--- src/rtl/sort4_group_loader_if.sv ---
// sort4_group_loader_if
//   Bundles the sample-side and group-side handshakes of the group loader.
//   Ports (signals):
//     in_data   sample toward the loader
//     in_valid  in_data is valid
//     in_last   sample closes the current group
//     in_ready  loader accepts a sample this cycle
//     out_data  4-lane assembled group, lane 0 = first sample
//     out_count number of real samples in the group (1..4)
//     out_last  group was closed by in_last
//     out_valid group fields are valid
//     out_ready downstream accepts the group
//   Modports:
//     master  the side that feeds samples and consumes groups
//     slave   the loader itself
interface sort4_group_loader_if #(
    parameter int width = 8
);
    logic [width-1:0] in_data;
    logic             in_valid;
    logic             in_last;
    logic             in_ready;
    logic [width-1:0] out_data [0:3];
    logic [2:0]       out_count;
    logic             out_last;
    logic             out_valid;
    logic             out_ready;

    modport master (
        output in_data, in_valid, in_last, out_ready,
        input  in_ready, out_data, out_count, out_last, out_valid
    );

    modport slave (
        input  in_data, in_valid, in_last, out_ready,
        output in_ready, out_data, out_count, out_last, out_valid
    );
endinterface

--- src/rtl/sort4_group_loader.sv ---
// sort4_group_loader
//   Packs a scalar sample stream into 4-lane groups for the 4-input sorter.
//   Short groups (closed by in_last) are padded with PAD_VAL. Each group is
//   presented from a registered output slot with valid/ready.
//   Ports:
//     clk  rising-edge clock
//     rst  synchronous active-low reset
//     bus  slave side of sort4_group_loader_if (sample in, group out)
module sort4_group_loader #(
    parameter int               width   = 8,
    parameter logic [width-1:0] PAD_VAL = {width{1'b1}}
) (
    input  logic                  clk,
    input  logic                  rst,
    sort4_group_loader_if.slave   bus
);

    typedef enum logic {
        FILL,
        HELD
    } state_t;

    state_t           state;
    state_t           state_next;

    logic [width-1:0] asm_lane [0:3];
    logic [1:0]       cnt;
    logic             asm_last;

    logic [width-1:0] out_lane [0:3];
    logic [2:0]       out_cnt_q;
    logic             out_last_q;
    logic             out_valid_q;

    logic             in_ready_int;
    logic             in_fire;
    logic             slot_free;
    logic             complete;
    logic             load_direct;
    logic             go_held;
    logic             load_held;

    // in_ready depends only on the state register, gated low while reset is
    // held so nothing is accepted during reset.
    assign in_ready_int = rst && (state == FILL);

    // Next-state and control decode. A group completes on its fourth sample
    // or on an in_last sample; if the output slot is free on that edge the
    // group bypasses the assembly register and lands straight in the output.
    // HELD is only entered when the slot was busy at completion time.
    always_comb begin
        state_next  = state;
        in_fire     = 1'b0;
        slot_free   = 1'b0;
        complete    = 1'b0;
        load_direct = 1'b0;
        go_held     = 1'b0;
        load_held   = 1'b0;

        slot_free = !out_valid_q || bus.out_ready;
        in_fire   = bus.in_valid && in_ready_int;
        complete  = in_fire && ((cnt == 2'd3) || bus.in_last);

        case (state)
            FILL: begin
                load_direct = complete && slot_free;
                go_held     = complete && !slot_free;
                if (go_held) begin
                    state_next = HELD;
                end
            end
            HELD: begin
                if (slot_free) begin
                    load_held  = 1'b1;
                    state_next = FILL;
                end
            end
            default: state_next = FILL;
        endcase
    end

    // State, assembly and output registers. While HELD, cnt keeps the lane
    // index of the final sample, so the held group's count is cnt + 1 and
    // its unfilled lanes already carry PAD_VAL from the last clear.
    always_ff @(posedge clk) begin
        if (!rst) begin
            state       <= FILL;
            cnt         <= 2'd0;
            asm_last    <= 1'b0;
            out_cnt_q   <= 3'd0;
            out_last_q  <= 1'b0;
            out_valid_q <= 1'b0;
            for (int i = 0; i < 4; i++) begin
                asm_lane[i] <= PAD_VAL;
                out_lane[i] <= '0;
            end
        end else begin
            state <= state_next;

            if (load_direct) begin
                for (int i = 0; i < 4; i++) begin
                    if (2'(i) == cnt) begin
                        out_lane[i] <= bus.in_data;
                    end else if (2'(i) < cnt) begin
                        out_lane[i] <= asm_lane[i];
                    end else begin
                        out_lane[i] <= PAD_VAL;
                    end
                    asm_lane[i] <= PAD_VAL;
                end
                out_cnt_q  <= {1'b0, cnt} + 3'd1;
                out_last_q <= bus.in_last;
                asm_last   <= 1'b0;
                cnt        <= 2'd0;
            end else if (in_fire) begin
                asm_lane[cnt] <= bus.in_data;
                if (go_held) begin
                    asm_last <= bus.in_last;
                end else begin
                    cnt <= cnt + 2'd1;
                end
            end else if (load_held) begin
                for (int i = 0; i < 4; i++) begin
                    out_lane[i] <= asm_lane[i];
                    asm_lane[i] <= PAD_VAL;
                end
                out_cnt_q  <= {1'b0, cnt} + 3'd1;
                out_last_q <= asm_last;
                asm_last   <= 1'b0;
                cnt        <= 2'd0;
            end

            // A new load wins over the downstream accept of the previous
            // group, which gives back-to-back groups with no bubble.
            if (load_direct || load_held) begin
                out_valid_q <= 1'b1;
            end else if (bus.out_ready) begin
                out_valid_q <= 1'b0;
            end
        end
    end

    assign bus.in_ready  = in_ready_int;
    assign bus.out_data  = out_lane;
    assign bus.out_count = out_cnt_q;
    assign bus.out_last  = out_last_q;
    assign bus.out_valid = out_valid_q;

endmodule

--- src/flat_wrapper.sv ---
// flat-port wrapper written by rule: the top's interface ports become plain ports
module sort4_group_loader_flat 
#(
    parameter int               width   = 8,
    parameter logic [width-1:0] PAD_VAL = {width{1'b1}}
)
  (clk, rst, bus_in_data, bus_in_valid, bus_in_last, bus_out_ready, bus_in_ready, bus_out_data, bus_out_count, bus_out_last, bus_out_valid);
  sort4_group_loader_if #(.width(width)) bus_i ();
  input  logic clk;
  input  logic rst;
  input wire logic [$bits(bus_i.in_data)-1:0] bus_in_data;
  input wire logic [$bits(bus_i.in_valid)-1:0] bus_in_valid;
  input wire logic [$bits(bus_i.in_last)-1:0] bus_in_last;
  input wire logic [$bits(bus_i.out_ready)-1:0] bus_out_ready;
  output wire logic [$bits(bus_i.in_ready)-1:0] bus_in_ready;
  output wire logic [$bits(bus_i.out_data)-1:0] bus_out_data;
  output wire logic [$bits(bus_i.out_count)-1:0] bus_out_count;
  output wire logic [$bits(bus_i.out_last)-1:0] bus_out_last;
  output wire logic [$bits(bus_i.out_valid)-1:0] bus_out_valid;
  assign bus_i.in_data = bus_in_data;
  assign bus_i.in_valid = bus_in_valid;
  assign bus_i.in_last = bus_in_last;
  assign bus_i.out_ready = bus_out_ready;
  assign bus_in_ready = bus_i.in_ready;
  assign bus_out_data = {>>{bus_i.out_data}};
  assign bus_out_count = bus_i.out_count;
  assign bus_out_last = bus_i.out_last;
  assign bus_out_valid = bus_i.out_valid;
  sort4_group_loader #(.width(width), .PAD_VAL(PAD_VAL)) u_core (.clk(clk), .rst(rst), .bus(bus_i));
endmodule
--- config.mk ---
export PLATFORM = sky130hd
export DESIGN_NAME = sort4_group_loader_flat
export DESIGN_NICKNAME = d
export VERILOG_FILES = /design/src/rtl/sort4_group_loader_if.sv /design/src/rtl/sort4_group_loader.sv /design/src/flat_wrapper.sv
export SDC_FILE = /design/constraint.sdc
export NUM_CORES = 1
export LEC_CHECK = 0
export ABC_AREA = 1
export BUFFER_PORTS_ARGS = -buffer_cell sky130_fd_sc_hd__buf_4
export CAP_MARGIN = 10
export CORE_AREA = 2 2 91 93
export CTS_CLUSTER_DIAMETER = 200
export CTS_CLUSTER_SIZE = 8
export DETAILED_ROUTE_END_ITERATION = 6
export DIE_AREA = 0 0 93 95
export PLACE_DENSITY = 0.75
export RECOVER_POWER = 25
export SYNTH_ARGS = -nofsm -noshare
export SYNTH_HDL_FRONTEND = slang
export SYNTH_SLANG_ARGS = --single-unit
--- constraint.sdc ---
create_clock -name clk -period 5 [get_ports clk]
set_input_delay 0.25 -clock clk [delete_from_list [all_inputs] [get_ports clk]]
set_output_delay 0.25 -clock clk [all_outputs]
set_load 0.05 [all_outputs]
==> flow_metrics.env <==
export IMPL_clock_sink_count=73
export IMPL_synth_top_cells_by_count="sky130_fd_sc_hd__nand2_1 (144), sky130_fd_sc_hd__inv_1 (52), sky130_fd_sc_hd__nand3_1 (51)"
export IMPL_global_route_overflow_total=0
export IMPL_dr_first_iter_drc_count=288
export IMPL_crit_path_max_incr_delay_ns=0.59
export IMPL_clock_power_share_pct=36.3
export IMPL_status="finished, final reports clean"
export IMPL_holdCritPathClass="primary input to register"
export IMPL_clock_skew_ns=0.006224
export IMPL_synthesis_yosys_warnings=0
export IMPL_synth_largest_area_cell="sky130_fd_sc_hd__edfxtp_1"
export IMPL_worst_hold_endpoint="u_core.bus.out_count[2]"
export IMPL_synthToLayoutAreaGrowth_pct=14.24
export IMPL_seqPwrFrac_pct=48.8
export IMPL_drt_pass1_iterations=5
export IMPL_die_ar_um2=8835
export IMPL_global_route_wire_length_before_repair_mm=12.47
export IMPL_initial_antenna_violation_count=0
export IMPL_end_of_the_worst_register_to_register_path="u_core.asm_lane[1][1]"
export IMPL_timing_reg2reg_worst_path_depth=7
export IMPL_critPathLaunchType="register"
export IMPL_async_reset_ff_share_pct=0
export IMPL_syn_nets=433
export IMPL_nNetsFinal=478
export IMPL_cts_max_level=3
export IMPL_grt_start_max_net_pins=42
export IMPL_ant_nets=0
export IMPL_critPathRequiredTime_ns=4.95
export IMPL_critical_path_slowest_cell="sky130_fd_sc_hd__nor2_4"
export IMPL_dp_hpwl_mm=5.198
export IMPL_core_um2=7928
export IMPL_vias=2825
export IMPL_netlist_area_leader_share_pct=28.26
export IMPL_cp_max_fo=36
export IMPL_grt_total_usage_pct=18.18
export IMPL_post_layout_total_power_mw=1.364
export IMPL_final_hold_viol_count=0
export IMPL_setup_repair_after_global_routing_missed_its_margin="false"
export IMPL_yosysUniqueCellTypes=25
export IMPL_end_kind="register"
export IMPL_post_route_cells_drive_above_1_share_pct=11.21
export IMPL_yosysMostFrequentCell="sky130_fd_sc_hd__nand2_1"
export IMPL_power_density_nw_per_um2=351.1
export IMPL_synth_cell_area_um2=3401
export IMPL_ys_seq_elements=73
export IMPL_post_layout_utilization_of_the_core_pct=49.01
export IMPL_floorplan_die_width_um=93
export IMPL_ys_seq_area_share_pct=52.39
export IMPL_setup_worst_path_class="register to register"
export IMPL_synth_flop_type="sky130_fd_sc_hd__dfxtp_1"
export IMPL_switching_power_mw=0.3973
export IMPL_cp_arrival_ns=2.95
export IMPL_worst_slew_pin_transition_ns=0.9906
export IMPL_antenna_diode_count=0
export IMPL_time_the_worst_path_needs_with_i_o_delays_and_setup_ns=3.005
export IMPL_count_of_maximum_capacitance_violations=0
export IMPL_timing_slew_headroom_pct=33.26
export IMPL_power_leakage_nw=1.695
export IMPL_std_cell_rows=33
export IMPL_min_from="rst"
export IMPL_hold_ws_ns=0.1909
export IMPL_multi_input_area_um2=1314
export IMPL_gp_routability_congestion=0.9044
export IMPL_switching_share_pct=29.13
export IMPL_clkLatencyLatePin_ns=0.35
export IMPL_timing_final_ws_setup_ns=1.995
export IMPL_ir_drop_uv=158.8
export IMPL_remaining_drc_errors=0
export IMPL_postSynthAreaPerCell_um2=8.195
export IMPL_r2r_start="u_core.cnt[0]"
export IMPL_crit_family="simple AND/OR/NAND/NOR gates"
export IMPL_clock_fmax_mhz=332.8
export IMPL_cts_tree="yes"
export IMPL_die_h_um=95
export IMPL_power_share_combinational_pct=14.9
export IMPL_first_global_vias=2664
export IMPL_rrSetupSlack_ns=1.99
export IMPL_cts_hold_buffers_added=0
export IMPL_totalWireLength_mm=7.618
export IMPL_start_util_pct=42.90
export IMPL_detail_route_vias_per_cell=4.965
export IMPL_internal_power_mw=0.9666
export IMPL_cells_taking_the_most_area_after_synthesis="sky130_fd_sc_hd__edfxtp_1 (28%), sky130_fd_sc_hd__dfxtp_1 (24%), sky130_fd_sc_hd__nand2_1 (16%)"
export IMPL_critical_path_n_buffers_inverters=0
export IMPL_slew_violations=0
export IMPL_wl_per_cell_um=13.39
export IMPL_number_of_fillers_in_the_final_layout=837
export IMPL_min_delay_path_depth=3
export IMPL_numCtsBuffers=9
export IMPL_fin_setup_tns_ns=0
export IMPL_port_buffers=50
export IMPL_post_syn_instances=415
export IMPL_post_cts_resized_instances=0
export IMPL_synth_enable_flop_cells=32
export IMPL_clkTransAtPathRegs_ns=0.08
export IMPL_clock_tree_buffer_depth=2
export IMPL_critical_path_cell_chain="ha_1 -> nor2_2 -> nor2_8 -> nand2_4 -> nand2_2 -> nor2_4 -> o21ai_0"
export IMPL_place_ws_ns=1.954
export IMPL_final_min_period_over_clock_period_pct=60.10
export IMPL_num_io_pins=51
export IMPL_seqCellArea_um2=1782
export IMPL_clk_root_buffer_cell="sky130_fd_sc_hd__clkbuf_8"
export IMPL_report_final_setup_viol=0
export IMPL_post_cts_setup_buffer_count=0
worst register-to-register path, delay by kind of cell (launching register included):
family | cells | cell delay (ns)
AND/OR/NAND/NOR | 5 | 1.24
AO/OA/AOI/OAI | 1 | 0.59
adder cells (fa/ha/maj) | 1 | 0.38
flip-flops | 1 | 0.39
stage by stage:
stage	cells	area, um2
after detailed placement	554	3809
after CTS	569	4016
final	569	3885
after global routing	569	3885
after global placement	554	3809
after floorplan	415	3401
how the worst max path moves through the flow:
stage / start / endpoint / slack (ns) / depth (start not counted)
6_report: u_core.cnt[0] / u_core.asm_lane[1][1] / 1.99 / 7
5_1_grt: u_core.cnt[0] / u_core.asm_lane[1][5] / 1.75 / 7
4_1_cts: u_core.cnt[0] / u_core.asm_lane[1][6] / 1.94 / 7
3_3_place_gp: u_core.cnt[0] / u_core.asm_lane[1][0] / 2.11 / 7
3_5_place_dp: u_core.cnt[0] / u_core.asm_lane[1][7] / 1.95 / 7
2_1_floorplan: u_core.bus.out_valid / u_core.asm_lane[1][0] / 2.77 / 4
final cells by class:
cell class	count	area share, %
clock inverter	6	2.158
clock buffer	9	3.188
multi-input combinational	272	33.82
inverter	53	5.121
timing repair buffer	51	6.473
sequential	73	45.86
tap	105	3.382
metal layers:
metal	track usage, %	up-vias	routed length [um]
li1	-	1433	-
met1	23.86	1276	3379
met2	29.29	100	3536
met3	4.150	16	536
met4	7.230	0	166
met5	0	-	0
cell families (layout without fill, tap and decap cells):
family,after synthesis,in the layout,synth area share [%]
buffers and inverters,70,119,8.977
DFF,73,73,52.39
adders and majority gates,5,5,1.840
AOI/OAI and AO/OA,6,6,0.8827
and+or+nand+nor,261,261,35.91
registers in the layout, summed over array words and instances, names as in the netlist:
name / count
u_core.asm_lane: 32
u_core.state: 1
u_core.bus.out_count: 3
u_core.bus.out_valid: 1
u_core.bus.out_last: 1
u_core.bus.out_data: 32
u_core.asm_last: 1
u_core.cnt: 2
power by group through the flow:
| stage | logic [mW] | clock network (mW) | registers, mW |
|---|---|---|---|
| 2_1_floorplan | 0.0763 | 0 | 0.760 |
| 3_5_place_dp | 0.223 | 0 | 0.680 |
| 4_1_cts | 0.224 | 0.498 | 0.667 |
| 5_1_grt | 0.220 | 0.524 | 0.670 |
| 3_3_place_gp | 0.221 | 0 | 0.680 |
| 6_report | 0.203 | 0.495 | 0.666 |
placed cells by master, fill, tap and decap left out, types with 4 or more instances in the layout:
cell type / instances
sky130_fd_sc_hd__clkbuf_1: 35
sky130_fd_sc_hd__nor2_2: 4
sky130_fd_sc_hd__nand3_1: 51
sky130_fd_sc_hd__buf_4: 16
sky130_fd_sc_hd__dfxtp_1: 41
sky130_fd_sc_hd__nand2_1: 144
sky130_fd_sc_hd__edfxtp_1: 32
sky130_fd_sc_hd__inv_1: 52
sky130_fd_sc_hd__ha_1: 5
sky130_fd_sc_hd__clkbuf_8: 9
sky130_fd_sc_hd__nor2_1: 13
sky130_fd_sc_hd__nand4_1: 31
sky130_fd_sc_hd__or2_2: 8
No activity file was read; power rests on OpenSTA's default activity.
